`src/rtl/uart_tx_fifo.sv`:
```
// UART transmitter with a small transmit FIFO, runtime baud divisor, optional parity,
// one or two stop bits and a line-break mode. tx_o is driven straight from a flop.
module uart_tx_fifo #(
  parameter int DATA_BITS  = 8,
  parameter int PARITY     = 0,
  parameter int STOP_BITS  = 1,
  parameter int DIV_BITS   = 16,
  parameter int FIFO_DEPTH = 4
) (
  input  logic                 clock,
  input  logic                 reset,
  input  logic [DIV_BITS-1:0]  divisor_i,
  input  logic                 write_i,
  input  logic [DATA_BITS-1:0] data_i,
  input  logic                 break_i,
  output logic                 full_o,
  output logic                 overflow_o,
  output logic                 idle_o,
  output logic                 tx_o
);

  localparam int AW = $clog2(FIFO_DEPTH);
  localparam logic [AW-1:0]       PTR_ONE   = AW'(1);
  localparam logic [AW:0]         CNT_ONE   = (AW+1)'(1);
  localparam logic [AW:0]         CNT_FULL  = (AW+1)'(FIFO_DEPTH);
  localparam logic [DIV_BITS-1:0] DIV_ONE   = DIV_BITS'(1);
  localparam logic [3:0]          LAST_DATA = 4'(DATA_BITS - 1);
  localparam logic [3:0]          LAST_STOP = 4'(STOP_BITS - 1);

  typedef enum logic [2:0] {
    S_IDLE, S_BREAK, S_START, S_DATA, S_PARITY, S_STOP
  } state_t;

  logic [DATA_BITS-1:0] mem [FIFO_DEPTH];
  logic [AW-1:0]        wr_ptr, rd_ptr;
  logic [AW:0]          count;
  logic                 push, pop, empty;

  state_t               state, state_next;
  logic [DIV_BITS-1:0]  cnt, div_q, div_new;
  logic [3:0]           bit_cnt;
  logic [DATA_BITS-1:0] shift;
  logic                 par_bit, tx_next, tick;

  assign empty   = (count == '0);
  assign full_o  = (count == CNT_FULL);
  assign push    = write_i && !full_o;
  assign tick    = (cnt == '0);
  assign div_new = (divisor_i == '0) ? DIV_ONE : divisor_i;

  always_ff @(posedge clock) begin
    if (push) mem[wr_ptr] <= data_i;
  end

  always_ff @(posedge clock) begin
    if (reset) begin
      wr_ptr     <= '0;
      rd_ptr     <= '0;
      count      <= '0;
      overflow_o <= 1'b0;
    end else begin
      overflow_o <= write_i && full_o;
      if (push) wr_ptr <= wr_ptr + PTR_ONE;
      if (pop)  rd_ptr <= rd_ptr + PTR_ONE;
      case ({push, pop})
        2'b10:   count <= count + CNT_ONE;
        2'b01:   count <= count - CNT_ONE;
        default: count <= count;
      endcase
    end
  end

  always_ff @(posedge clock) begin
    if (reset) state <= S_IDLE;
    else       state <= state_next;
  end

  always_comb begin
    state_next = state;
    pop        = 1'b0;
    tx_next    = 1'b1;
    case (state)
      S_IDLE: begin
        if (break_i) begin
          state_next = S_BREAK;
        end else if (!empty) begin
          pop        = 1'b1;
          state_next = S_START;
        end
      end
      S_BREAK: begin
        tx_next = 1'b0;
        if (!break_i) state_next = S_IDLE;
      end
      S_START: begin
        tx_next = 1'b0;
        if (tick) state_next = S_DATA;
      end
      S_DATA: begin
        tx_next = shift[0];
        if (tick && bit_cnt == LAST_DATA)
          state_next = (PARITY != 0) ? S_PARITY : S_STOP;
      end
      S_PARITY: begin
        tx_next = par_bit;
        if (tick) state_next = S_STOP;
      end
      S_STOP: begin
        // Back-to-back frames: the next start bit follows the last stop clock directly.
        if (tick && bit_cnt == LAST_STOP) begin
          if (!empty && !break_i) begin
            pop        = 1'b1;
            state_next = S_START;
          end else begin
            state_next = S_IDLE;
          end
        end
      end
      default: state_next = S_IDLE;
    endcase
  end

  always_ff @(posedge clock) begin
    if (reset) begin
      cnt     <= '0;
      div_q   <= DIV_ONE;
      bit_cnt <= '0;
      shift   <= '0;
      par_bit <= 1'b0;
      tx_o    <= 1'b1;
      idle_o  <= 1'b1;
    end else begin
      tx_o   <= tx_next;
      idle_o <= empty && (state == S_IDLE) && !break_i;
      if (pop) begin
        shift   <= mem[rd_ptr];
        par_bit <= (^mem[rd_ptr]) ^ (PARITY == 1);
        div_q   <= div_new;
        cnt     <= div_new - DIV_ONE;
        bit_cnt <= '0;
      end else if (state != S_IDLE && state != S_BREAK) begin
        if (tick) begin
          cnt <= div_q - DIV_ONE;
          if (state == S_DATA) begin
            shift   <= shift >> 1;
            bit_cnt <= (bit_cnt == LAST_DATA) ? 4'd0 : bit_cnt + 4'd1;
          end else if (state == S_STOP) begin
            bit_cnt <= bit_cnt + 4'd1;
          end
        end else begin
          cnt <= cnt - DIV_ONE;
        end
      end
    end
  end

endmodule

```
`config.mk`:
```
export PLATFORM = sky130hd
export DESIGN_NAME = uart_tx_fifo
export DESIGN_NICKNAME = d
export VERILOG_FILES = /design/src/rtl/uart_tx_fifo.sv
export SDC_FILE = /design/constraint.sdc
export NUM_CORES = 1
export LEC_CHECK = 0
export CAP_MARGIN = 20
export CORE_UTILIZATION = 50
export CTS_CLUSTER_SIZE = 8
export DETAILED_ROUTE_END_ITERATION = 8
export PLACE_DENSITY_LB_ADDON = 0.05
export SLEW_MARGIN = 20
export SYNTH_ARGS = -nofsm -noshare
export SYNTH_HDL_FRONTEND = slang
export SYNTH_SLANG_ARGS = --single-unit
```
`constraint.sdc`:
```
create_clock -name clock -period 4.5 [get_ports clock]
set_clock_uncertainty 0.1 [all_clocks]
set_input_delay 0.45 -clock clock [delete_from_list [all_inputs] [get_ports clock]]
set_output_delay 0.45 -clock clock [all_outputs]
set_load 0.1 [all_outputs]
```
# --- Word level (Yosys, flattened, before mapping) ---
# Memories as Yosys holds them, arrays and structs flattened. A register that Yosys moved wholly into a read port is not among the register bits.
# Cells that the tools add are included.
# W data, S select, Z words.
totals:
  ff_bits: 58
  elab_cells: 96
  mem_bits_rw: 32
  memories: 1
op_classes:
  reduce_logical: 28
  eq_ne: 16
  n_addsub: 8
  n_mux: 31
mem_list:
  columns: ["memory", "words", "width", "read_ports", "rd_ports_with_merged_regs", "write_ports", "line", "text"]
  rows:
  - ["mem", 4, 8, 1, 1, 1, "34", "logic [DATA_BITS-1:0] mem [FIFO_DEPTH];"]
op_table:
  columns: ["cell", "count"]
  rows:
  - ["$mux W16", 4]
  - ["$sub A16 B1 Y16 const B", 3]
  - ["$logic_not A16 Y1", 2]
  - ["$mux W8", 4]
  - ["$mux W3", 7]
  - ["$pmux W3 S6", 1]
  - ["$mux W4", 3]
  - ["$ne A2 B2 Y1 const B", 5]
  - ["$reduce_bool A2 Y1", 5]
  - ["$eq A3 B3 Y1 const B", 3]
  - ["$logic_and A1 B1 Y1", 8]
  - ["$reduce_xor A8 Y1", 1]
  - ["$eq A3 B2 Y1 const B", 2]
  - ["$logic_not A3 Y1", 2]
  - ["$mux W1", 6]
  - ["$mux W2", 3]
  - ["$pmux W3 S2", 1]
  - ["$reduce_and A3 Y1", 2]
  - ["$reduce_and A6 Y1", 1]
  - ["$add A2 B1 Y2 const B", 2]
  - ["$add A4 B1 Y4 const B", 1]
  - ["$eq A4 B3 Y1 const B", 1]
  - ["$logic_not A4 Y1", 1]
  - ["$reduce_or A2 Y1", 2]
  - ["11 further kinds", 13]

# --- Logic depth before layout (Yosys ltp) ---
depth:
  depth_word: 8
  depth_mapped: 16
  depth_no_buf: 12

# --- Worst setup path after synthesis ---
# OpenSTA, ideal clock, no wires.
synth_path:
  path_kind: "reg2reg"
  from: "reg bit_cnt[0]"
  to: "reg count[2]"
  slack_ns: 1.064
  synth_period_minus_slack_ns: 3.436
  arrival_time_ns: 3.265
  n_path_buf: 4
  required_ns: 4.330
  stages_incl_launch_ff: 17
  setup_ns: 0.070
  path_cell_list: "dfxtp_1 -> inv_1 -> ha_1 -> or3b_1 -> nor4_1 -> a31oi_1 -> buf_6 -> inv_1 -> clkbuf_1 -> buf_2 -> buf_2 -> ha_1 -> inv_1 -> fa_1 -> xor2_1 -> or3_1 -> a21oi_1"
synth_via:
  elab_chain_len: 6
  word_cells_on_any_way: 8
  cone_classes: "eq/ne: 2; mux: 3; reduce/logical: 3"
synth_lines:
  columns: ["item", "line", "text"]
  rows:
  - ["start, declared", "41", "logic [3:0] bit_cnt;"]
  - ["start signal, assigned", "146", "bit_cnt <= (bit_cnt == LAST_DATA) ? 4'd0 : bit_cnt + 4'd1;"]
  - ["start signal, assigned", "148", "bit_cnt <= bit_cnt + 4'd1;"]
  - ["$logic_not A4 Y1 (*)", "110", "if (tick && bit_cnt == LAST_STOP) begin"]
  - ["$logic_and A1 B1 Y1 (*)", "110", null]
  - ["$mux W1 (*)", "110", null]
  - ["$pmux W1 S2 (*)", "82", "case (state)"]
  - ["$eq A2 B1 Y1 or $eq A2 B2 Y1 (tied branches)", "65", "case ({push, pop})"]
  - ["$pmux W3 S2 or $reduce_bool A2 Y1 (tied branches)", null, null]
  - ["end signal, assigned", "66", "2'b10: count <= count + CNT_ONE;"]
  - ["end signal, assigned", "67", "2'b01: count <= count - CNT_ONE;"]
  - ["end signal, assigned", "68", "default: count <= count;"]
  - ["end, declared", "36", "logic [AW:0] count;"]
# Every way passes the cells marked *; elsewhere a longest branch is shown, timed or not.
# A chain may end at the register's enable or synchronous reset.

# --- Final worst setup path ---
layout_path:
  from: "reg bit_cnt[0]"
  to: "reg cnt[12]"
layout_via:
  elab_chain_len: 5
  word_cells_on_any_way: 6
  cone_classes: "mux: 3; reduce/logical: 3"
layout_lines:
  columns: ["item", "line", "text"]
  rows:
  - ["$logic_not A4 Y1 (*)", "110", null]
  - ["$logic_and A1 B1 Y1 (*)", "110", null]
  - ["$mux W1 (*)", "110", null]
  - ["$pmux W1 S2 (*)", "82", null]
  - ["$mux W16 or $reduce_bool A2 Y1 (tied branches)", null, null]
  - ["end signal, assigned", "139", "cnt <= div_new - DIV_ONE;"]
  - ["end signal, assigned", "143", "cnt <= div_q - DIV_ONE;"]
  - ["end signal, assigned", "151", "cnt <= cnt - DIV_ONE;"]
  - ["end, declared", "40", "logic [DIV_BITS-1:0] cnt, div_q, div_new;"]
# Marked as above.

==> out/summary.txt <==
Drt drc: 0
Final period utilization: 75.4%
Final TNS setup: 0 ps
RR Endpoint: cnt[12]
GRT busiest layer: met2
WHS Endpoint: div_q[14]
Ys Warns: 0
Clk Latency, worst-skew pair: 360 ps
Setup slack on the worst flop-to-flop path: 1110 ps
Post-Syn Instances: 449
Sequential Power Share: 35.8%
Post-Syn Area: 0.00451 mm^2
Max_slew headroom: 35.2%
GR Util All Layers: 22.1%
Slew @ Worst Pin: 968 ps
Root buf cell: clkbuf_8
CP Launch Type: flop
Finished layout cell area: 0.00512 mm^2
Number of post-CTS setup repair buffers: 0
Post-DP HPWL: 6.83 mm
Die Height: 96.9 um
Largest net degree at the start of global routing: 60
Layout fillers: 769
I/O Pins: 32
Clock share of power: 16.4%
GP Congestion: 0.817
Worst-case clock buffer depth: 2
Post-CTS resize count: 0
Hold Worst Slack: 362 ps
First-pass GRT wire length: 16.6 mm
Top cell type by total area after synthesis: dfxtp_1
Place WS: 953 ps
CP max FO: 15
Iteration-0 DRC Markers: 163
Async set-reset flop share out of synthesis: 0%
Avg Cell Area, Syn: 10.0 um^2
Total Routed Length: 9.80 mm
DIE WIDTH: 96.9 um
Via count: 3430
Crit path required time: 4670 ps
Sink Count: 92
Inserted Clock Buffers: 9
Fin crit period: 3390 ps
Share of post-route cells with drive strength above 1: 11.5%
N_diodes: 0
Worst r2r src: bit_cnt[0]
Placement Cell Area: 0.00490 mm^2
Hold Path Class: reg -> reg
Fmax: 295 MHz
Min-delay src: div_q[14]
Setup violators final: 0
PwrDens: 644 mW/mm^2
Worst Path Arrival: 3570 ps
Top cells by count, synth: dfxtp_1, nand2_1, nor2_1
Yosys top cell area share: 26.7%
Post-layout net count: 510
Initial antenna violation count: 0
Core Rows: 34
Combinational power share: 47.8%
Sw frac: 43.2%
Met2 Resource Use GR: 38.0%
Hold_buf cts: 0
GRT overflow: 0
Number of synthesized flops with an enable pin: 32
Reg clk slew, reported paths: 100 ps
Critical path type: reg -> reg
Syn_nets: 486
Critical Path Sink Type: flop
Reg area: 0.00216 mm^2
Sequential-to-total area share from yosys stat: 48.0%
Final hold vios: 0
Slew Limit Fails: 0
Vias per cell: 5.85
Vias in the first global route: 3376
DR pass1 iterations: 4
Most frequent cell after synthesis: dfxtp_1
Core Region: 0.00872 mm^2
Max-capacitance violation count: 0
Worst Setup Slack, final: 1110 ps
Worst VDD drop: 238 uV
Synth top area cells: dfxtp_1, edfxtp_1, nand2_1
Met1 Use GR: 28.2%
Status: finished clean
RSZ-0062 raised after global routing: no
LEAKAGE: 1.80 nW
Post-synth cell types: 56
TritonCTS clock tree: done
Multi-input gate area: 0.00221 mm^2
Sw power: 1.42 mW
Max H-tree Level: 3
Drt wl/cell: 16.7 um
Power Internal: 1.87 mW
IO Port Bufs: 31
#FFs+latches synth: 92
M3 GR Usage: 3.40%
Utilization after layout: 58.7%
Area growth syn-to-layout: 13.7%
Path depth of the worst reg2reg path: 10
Total die area: 0.00940 mm^2
Hold depth: 2
Initial core utilization: 51.7%
Post-route ant nets: 0
Synth Flop Type: dfxtp_1
==> critical path, stage by stage, from the launching register on <==
cell and delay [ps]:
dfxtp_1 360, inv_1 70, ha_1 140, or3b_1 390, nor4_1 360, a31oi_4 280, mux2i_2 360, ha_1 320
nand4_4 150, or4_1 520, a311oi_1 240
==> power groups by stage <==
stage	registers (mW)	clock network, mW	logic [mW]
final	1.18	0.542	1.58
after global routing	1.21	0.593	1.75
after CTS	1.18	0.558	1.57
after detailed placement	1.20	0	1.56
after global placement	1.20	0	1.55
after floorplan	1.18	0	1.21
==> area by class of cell <==
| type | instances | share of cell area (%) |
|---|---|---|
| clock buffer | 9 | 2.42 |
| clock inverter | 7 | 1.32 |
| inverter | 13 | 0.953 |
| multi-input combinational | 319 | 43.2 |
| sequential | 92 | 42.2 |
| tap | 108 | 2.64 |
| timing repair buffer | 38 | 7.23 |
==> per-layer routing <==
metal | wire length, um | share of wire (%)
met5 | 0 | 0
met4 | 130 | 1.3
met3 | 427 | 4.4
met2 | 4920 | 50
met1 | 4320 | 44
==> sequential cells by signal, summed over array words and instances, names as in the netlist, 2 cells and up, named ones only <==
name,flops
mem,32
div_q,16
cnt,16
rd_ptr,2
state,3
count,3
bit_cnt,4
shift,8
wr_ptr,2
==> how the worst max path moves through the flow <==
stage / start / endpoint
final: bit_cnt[0] / cnt[12]
after CTS: bit_cnt[0] / cnt[12]
after global routing: bit_cnt[0] / cnt[12]
after global placement: break_i / cnt[12]
after detailed placement: break_i / cnt[12]
after floorplan: bit_cnt[0] / count[2]
==> metrics by stage <==
step,cells,power (mW)
final,586,3.30
after global routing,586,3.55
after floorplan,449,2.39
after CTS,585,3.31
after global placement,569,2.75
after detailed placement,569,2.76
==> cell usage in the layout (no fill, tap or decap), types with 3 or more instances in the layout <==
cell / instances
a31o_2: 9
or3_1: 6
dfxtp_1: 60
nor4_1: 3
mux2i_1: 12
or4_1: 5
and3_1: 5
o31ai_1: 4
nand2_1: 50
a22oi_1: 8
o21bai_1: 3
clkbuf_8: 9
ha_1: 8
nand2b_1: 4
a211oi_1: 9
a31oi_1: 5
edfxtp_1: 32
a21oi_1: 37
buf_4: 6
nor2_1: 41
xor2_1: 6
a311oi_1: 9
clkdlybuf4s50_1: 30
and4_1: 3
a21o_1: 4
nand4_1: 3
xnor2_1: 11
o21a_1: 3
nor3_1: 12
inv_1: 13
nor4_2: 3
nand3_1: 8
o21ai_0: 11
inv_8: 3
mux4_2: 8
==> logic make-up after synthesis <==
family | synth area share [%]
DFF | 48.0
xor gates and xnor gates | 3.30
AOI/OAI and AO/OA | 16.7
and+or+nand+nor | 17.4
buffers and inverters | 3.47
adders and majority gates | 2.67
muxes | 8.52
(Power assumes the default switching activity.)
